--- src/rtl/fft_rescale_pkg.sv ---
// Shared definitions for the FFT output rescaler: saturation limits and
// frame-counter sizing.
package fft_rescale_pkg;

  // Number of bits needed to hold 0..n-1; never less than one bit.
  function automatic int clog2(input int n);
    int r;
    int v;
    r = 0;
    v = n - 1;
    while (v > 0) begin
      r++;
      v = v >> 1;
    end
    return (r < 1) ? 1 : r;
  endfunction

  function automatic longint sat_max(input int w);
    return (longint'(1) <<< (w - 1)) - longint'(1);
  endfunction

  function automatic longint sat_min(input int w);
    return -(longint'(1) <<< (w - 1));
  endfunction

endpackage

--- src/rtl/fft_rescale_if.sv ---
// Stream bus of the rescaler: truncated samples in, restored samples out.
interface fft_rescale_if #(
  parameter int IN_W    = 8,
  parameter int OUT_W   = 16,
  parameter int SHIFT_W = 4
);
  logic                      s_valid;
  logic                      s_ready;
  logic signed [IN_W-1:0]    s_data;
  logic        [SHIFT_W-1:0] s_shift;
  logic                      m_valid;
  logic                      m_ready;
  logic signed [OUT_W-1:0]   m_data;
  logic                      m_sat;
  logic                      m_last;

  // slave: the rescaler itself; master: whatever drives it and sinks results
  modport slave (
    input  s_valid, s_data, s_shift, m_ready,
    output s_ready, m_valid, m_data, m_sat, m_last
  );

  modport master (
    output s_valid, s_data, s_shift, m_ready,
    input  s_ready, m_valid, m_data, m_sat, m_last
  );
endinterface

--- src/rtl/fft_rescale_sat.sv ---
// Combinational shift-left and saturate: widens the sample so no shift can
// overflow, then clamps into the signed OUT_W range.
module rescale_sat
  import fft_rescale_pkg::*;
#(
  parameter int IN_W    = 8,
  parameter int OUT_W   = 16,
  parameter int SHIFT_W = 4
) (
  input  logic signed [IN_W-1:0]    data,
  input  logic        [SHIFT_W-1:0] shift,
  output logic signed [OUT_W-1:0]   result,
  output logic                      sat
);
  localparam int EXT_W = OUT_W + (1 << SHIFT_W);
  localparam logic signed [EXT_W-1:0] MAX_X = EXT_W'(sat_max(OUT_W));
  localparam logic signed [EXT_W-1:0] MIN_X = EXT_W'(sat_min(OUT_W));
  localparam logic signed [OUT_W-1:0] MAX_O = OUT_W'(sat_max(OUT_W));
  localparam logic signed [OUT_W-1:0] MIN_O = OUT_W'(sat_min(OUT_W));

  logic signed [EXT_W-1:0] ext;
  logic signed [EXT_W-1:0] shifted;

  assign ext     = {{(EXT_W-IN_W){data[IN_W-1]}}, data};
  assign shifted = ext <<< shift;

  always_comb begin
    result = shifted[OUT_W-1:0];
    sat    = 1'b0;
    if (shifted > MAX_X) begin
      result = MAX_O;
      sat    = 1'b1;
    end else if (shifted < MIN_X) begin
      result = MIN_O;
      sat    = 1'b1;
    end
  end
endmodule

--- src/rtl/fft_rescale.sv ---
// Two-stage rescaler restoring block-floating-point FFT output: stage 1 holds
// sample/exponent/last, stage 2 holds the shifted and saturated result.
module fft_rescale
  import fft_rescale_pkg::*;
#(
  parameter int IN_W      = 8,
  parameter int OUT_W     = 16,
  parameter int SHIFT_W   = 4,
  parameter int FRAME_LEN = 64
) (
  input logic         clk,
  input logic         rst_n,
  fft_rescale_if.slave bus
);
  localparam int CNT_W = clog2(FRAME_LEN);
  localparam logic [CNT_W-1:0] LAST_CNT = CNT_W'(FRAME_LEN - 1);

  logic                      v1_reg;
  logic signed [IN_W-1:0]    d1_reg;
  logic        [SHIFT_W-1:0] sh1_reg;
  logic                      last1_reg;
  logic        [SHIFT_W-1:0] exp_reg;
  logic        [CNT_W-1:0]   cnt_reg;
  logic                      m_valid_reg;
  logic signed [OUT_W-1:0]   m_data_reg;
  logic                      m_sat_reg;
  logic                      m_last_reg;

  logic                      advance;
  logic        [SHIFT_W-1:0] shift_sel;
  logic        [CNT_W-1:0]   cnt_next;
  logic signed [OUT_W-1:0]   sat_data;
  logic                      sat_flag;

  // The first sample of a frame uses the exponent presented alongside it.
  always_comb begin
    advance   = !m_valid_reg || bus.m_ready;
    shift_sel = (cnt_reg == '0) ? bus.s_shift : exp_reg;
    cnt_next  = (cnt_reg == LAST_CNT) ? '0 : cnt_reg + CNT_W'(1);
  end

  rescale_sat #(
    .IN_W    (IN_W),
    .OUT_W   (OUT_W),
    .SHIFT_W (SHIFT_W)
  ) u_sat (
    .data   (d1_reg),
    .shift  (sh1_reg),
    .result (sat_data),
    .sat    (sat_flag)
  );

  always_ff @(posedge clk) begin
    if (!rst_n) begin
      v1_reg      <= 1'b0;
      d1_reg      <= '0;
      sh1_reg     <= '0;
      last1_reg   <= 1'b0;
      exp_reg     <= '0;
      cnt_reg     <= '0;
      m_valid_reg <= 1'b0;
      m_data_reg  <= '0;
      m_sat_reg   <= 1'b0;
      m_last_reg  <= 1'b0;
    end else if (advance) begin
      v1_reg <= bus.s_valid;
      if (bus.s_valid) begin
        d1_reg    <= bus.s_data;
        sh1_reg   <= shift_sel;
        last1_reg <= (cnt_reg == LAST_CNT);
        cnt_reg   <= cnt_next;
        if (cnt_reg == '0) begin
          exp_reg <= bus.s_shift;
        end
      end
      m_valid_reg <= v1_reg;
      // Bubbles leave m_data untouched so a stale value never changes under a hold.
      if (v1_reg) begin
        m_data_reg <= sat_data;
        m_sat_reg  <= sat_flag;
        m_last_reg <= last1_reg;
      end else begin
        m_sat_reg  <= 1'b0;
        m_last_reg <= 1'b0;
      end
    end
  end

  assign bus.s_ready = advance;
  assign bus.m_valid = m_valid_reg;
  assign bus.m_data  = m_data_reg;
  assign bus.m_sat   = m_sat_reg;
  assign bus.m_last  = m_last_reg;
endmodule

--- src/flat_wrapper.sv ---
// flat-port wrapper written by rule: the top's interface ports become plain ports
module fft_rescale_flat import fft_rescale_pkg::*;
#(
  parameter int IN_W      = 8,
  parameter int OUT_W     = 16,
  parameter int SHIFT_W   = 4,
  parameter int FRAME_LEN = 64
)
  (clk, rst_n, bus_s_valid, bus_s_data, bus_s_shift, bus_m_ready, bus_s_ready, bus_m_valid, bus_m_data, bus_m_sat, bus_m_last);
  fft_rescale_if #(.IN_W(IN_W), .OUT_W(OUT_W), .SHIFT_W(SHIFT_W)) bus_i ();
  input logic clk;
  input logic rst_n;
  input wire logic [$bits(bus_i.s_valid)-1:0] bus_s_valid;
  input wire logic [$bits(bus_i.s_data)-1:0] bus_s_data;
  input wire logic [$bits(bus_i.s_shift)-1:0] bus_s_shift;
  input wire logic [$bits(bus_i.m_ready)-1:0] bus_m_ready;
  output wire logic [$bits(bus_i.s_ready)-1:0] bus_s_ready;
  output wire logic [$bits(bus_i.m_valid)-1:0] bus_m_valid;
  output wire logic [$bits(bus_i.m_data)-1:0] bus_m_data;
  output wire logic [$bits(bus_i.m_sat)-1:0] bus_m_sat;
  output wire logic [$bits(bus_i.m_last)-1:0] bus_m_last;
  assign bus_i.s_valid = bus_s_valid;
  assign bus_i.s_data = bus_s_data;
  assign bus_i.s_shift = bus_s_shift;
  assign bus_i.m_ready = bus_m_ready;
  assign bus_s_ready = bus_i.s_ready;
  assign bus_m_valid = bus_i.m_valid;
  assign bus_m_data = bus_i.m_data;
  assign bus_m_sat = bus_i.m_sat;
  assign bus_m_last = bus_i.m_last;
  fft_rescale #(.IN_W(IN_W), .OUT_W(OUT_W), .SHIFT_W(SHIFT_W), .FRAME_LEN(FRAME_LEN)) u_core (.clk(clk), .rst_n(rst_n), .bus(bus_i));
endmodule
--- config.mk ---
export PLATFORM = sky130hd
export DESIGN_NAME = fft_rescale_flat
export DESIGN_NICKNAME = d
export VERILOG_FILES = /design/src/rtl/fft_rescale_pkg.sv /design/src/rtl/fft_rescale_if.sv /design/src/rtl/fft_rescale_sat.sv /design/src/rtl/fft_rescale.sv /design/src/flat_wrapper.sv
export SDC_FILE = /design/constraint.sdc
export NUM_CORES = 1
export LEC_CHECK = 0
export CORE_ASPECT_RATIO = 0.75
export CORE_MARGIN = 2
export CORE_UTILIZATION = 51
export CTS_CLUSTER_SIZE = 20
export DETAILED_ROUTE_END_ITERATION = 7
export HOLD_SLACK_MARGIN = 0.08
export PLACE_DENSITY_LB_ADDON = 0.1
export SLEW_MARGIN = 20
export SYNTH_ARGS = -nofsm -noshare
export SYNTH_HDL_FRONTEND = slang
export SYNTH_HIERARCHICAL = 1
export SYNTH_SLANG_ARGS = --single-unit
--- constraint.sdc ---
create_clock -name clk -period 6.3 [get_ports clk]
set_input_delay 0.945 -clock clk [delete_from_list [all_inputs] [get_ports clk]]
set_output_delay 0.945 -clock clk [all_outputs]
set_load 0.02 [all_outputs]
==> flow_metrics.env <==
export IMPL_status="complete, no violations"
export IMPL_hold_class="register to register"
export IMPL_setup_viol=0
export IMPL_hold_buffers=0
export IMPL_die_x_um=82.1
export IMPL_ys_seq_area_share_pct=33.5
export IMPL_synthArstFlopShare_pct=0
export IMPL_num_rows=21
export IMPL_diodes=0
export IMPL_post_cts_resize_count=0
export IMPL_ant_nets=0
export IMPL_synth_avg_cell_area_um2=7.73
export IMPL_yosysUniqueCellTypes=53
export IMPL_period_share_pct=60.1
export IMPL_post_route_min_period_ns=3.79
export IMPL_fmax_mhz=264
export IMPL_hold_worst_slack_ns=0.459
export IMPL_power_switching_mw=0.173
export IMPL_viasPerCell=6.02
export IMPL_drtPass1Iterations=4
export IMPL_numPortBuffers=35
export IMPL_htree_levels=2
export IMPL_synth_flop_cell="dfxtp_1"
export IMPL_clk_pin_slew_ns=0.08
export IMPL_post_cts_setup_buffer_count=0
export IMPL_dieArea_um2=5140
export IMPL_p_int_mw=0.439
export IMPL_end_kind="output pin"
export IMPL_worstPathMaxFanout=40
export IMPL_die_y_um=62.6
export IMPL_slew_violations=0
export IMPL_hpwl_mm=3.69
export IMPL_power_frac_seq_pct=45.5
export IMPL_fin_setup_tns_ns=0
export IMPL_place_congestion=0.905
export IMPL_drcViolationCount=0
export IMPL_ys_top_cells_by_area="dfxtp_1 (33%), a21oi_1 (8.6%), nand3_1 (7.1%)"
export IMPL_drive_gt1_share_pct=7.59
export IMPL_synth_nets=320
export IMPL_grt_remaining_overflow=0
export IMPL_cts_root_buf="clkbuf_8"
export IMPL_path_class="input pin to output pin"
export IMPL_grt_max_degree=41
export IMPL_slew_limit_headroom_pct=37.3
export IMPL_clockBufferDepth=2
export IMPL_p_per_area_nw_per_um2=223
export IMPL_io_pins=36
export IMPL_tightest_slew_ns=0.939
export IMPL_final_nets=333
export IMPL_grt_pass1_wl_mm=9.27
export IMPL_wire_per_inst_um=14.5
export IMPL_rsz0062_at_grt="no"
export IMPL_clkPwrFrac_pct=36.2
export IMPL_cellLeakagePower_nw=0.948
export IMPL_ir_worst_vdd_uv=130
export IMPL_maxCapViolCount=0
export IMPL_first_global_vias=2001
export IMPL_fin_skew_ns=0.0104
export IMPL_largest_reg_flops=16
export IMPL_critPathLaunchType="input pin"
export IMPL_p_comb_share_pct=18.3
export IMPL_grt_usage_pct=22.7
export IMPL_yosys_warnings=6
export IMPL_synth_edf_count=0
export IMPL_ys_seq_elements=39
export IMPL_regToRegSetupSlack_ns=3.43
export IMPL_switching_share_pct=28.3
export IMPL_syn_instance_count=302
export IMPL_syn_area_um2=2330
export IMPL_yosysTopAreaCell="dfxtp_1"
export IMPL_vias=2247
export IMPL_first_iter_violations=139
export IMPL_antenna_found_initial=0
export IMPL_areaGrowthSynthToFinish_pct=17.7
export IMPL_cts_sinks=39
export IMPL_final_hold_violation_count=0
export IMPL_cts_buffers=5
export IMPL_tritoncts="yes"
export IMPL_initial_core_util_pct=52.6
export IMPL_core_um2=4440
export IMPL_critPathRequiredTime_ns=5.35
export IMPL_cp_arrival_ns=2.84
export IMPL_synth_top_area_share_pct=33.5
export IMPL_insertion_delay_ns=0.29
export IMPL_wirelength_mm=5.42
-- area by class of cell --
type / instances / area, um2
Clock buffer: 6 / 82.6
Inverter: 10 / 37.5
Tap cell: 57 / 71.3
Multi-Input combinational cell: 223 / 1380
Timing Repair Buffer: 36 / 358
Clock inverter: 2 / 38.8
Fill cell: 404 / 1690
Sequential cell: 39 / 781
-- cell usage in the layout (no fill, tap or decap), drive strengths merged, types with 3 or more instances in the layout --
master / count
nand2: 34
nand3: 34
nor4: 3
clkbuf: 6
inv: 11
o31ai: 5
o21ai: 38
mux2: 5
clkdlybuf4s50: 35
mux2i: 12
o22ai: 3
nor2: 9
nor2b: 4
dfxtp: 39
a21oi: 40
mux4: 3
-- power groups by stage --
stage	Combinational [mW]	Clock (mW)	Sequential [mW]
finish	0.112	0.222	0.279
global placement	0.110	0	0.284
floorplan	0.0875	0	0.275
detailed placement	0.111	0	0.284
CTS	0.111	0.229	0.278
global route	0.124	0.241	0.282
-- worst max-delay path, stage by stage --
cell and delay (ns):
clkdlybuf4s50_1 0.47, nor2b_2 0.04, buf_4 0.25, inv_2 0.43
clkdlybuf4s50_1 0.70
-- routing by layer --
layer / GRT usage (%) / share of wire (%) / up-vias
met5: 0 / 0 / -
met4: 7.29 / 1.1 / 0
met3: 4.77 / 5.8 / 7
met2: 31.0 / 42 / 59
met1: 35.0 / 51 / 1058
li1: - / - / 1123
-- synthesized netlist by cell type, types with 3 or more instances --
| library cell | count |
|---|---|
| a21oi_1 | 40 |
| dfxtp_1 | 39 |
| nand2_1 | 33 |
| nand3_1 | 33 |
| o21ai_1 | 26 |
| clkbuf_1 | 20 |
| o21ai_0 | 12 |
| mux2i_1 | 11 |
| nor2_1 | 9 |
| inv_1 | 8 |
| buf_2 | 7 |
| o31ai_1 | 4 |
| mux2_2 | 3 |
| mux4_2 | 3 |
| nor2b_1 | 3 |
| nor4_1 | 3 |
| o22ai_1 | 3 |
-- path summary, 6_finish.rpt --
kind,cells after the start,startpoint,end
hold / removal,2,u_core/bus.m_last,u_core/bus.m_last
setup / recovery,5,bus_m_ready,bus_s_ready
setup reg to reg,7,u_core/exp_reg[2],u_core/bus.m_data[8]
hold reg to reg,2,u_core/bus.m_last,u_core/bus.m_last
-- cells by family (layout without fill, tap and decap cells) --
kind of cell               after synthesis  count (layout)  share of synthesized area, %
buffers and inverters                   40              54                          7.45
muxes                                   20              20                          11.2
AOI/OAI and AO/OA                      105             105                          26.8
adders and majority gates                2               2                          1.07
DFF                                     39              39                          33.5
and+or+nand+nor                         96              96                          20.1
-- per-stage QoR --
| stage | setup slack, ns | util [%] | power (mW) | cell area (um2) | instances |
|---|---|---|---|---|---|
| CTS | 2.52 | 61.9 | 0.618 | 2750 | 373 |
| global placement | 2.54 | 59.1 | 0.394 | 2630 | 365 |
| finish | 2.51 | 61.9 | 0.612 | 2750 | 373 |
| global route | 2.39 | 61.9 | 0.647 | 2750 | 373 |
| floorplan | 3.91 | - | 0.363 | 2330 | 302 |
| detailed placement | 2.52 | 59.1 | 0.395 | 2630 | 365 |
Note: power is estimated with default switching activity, not from simulation.
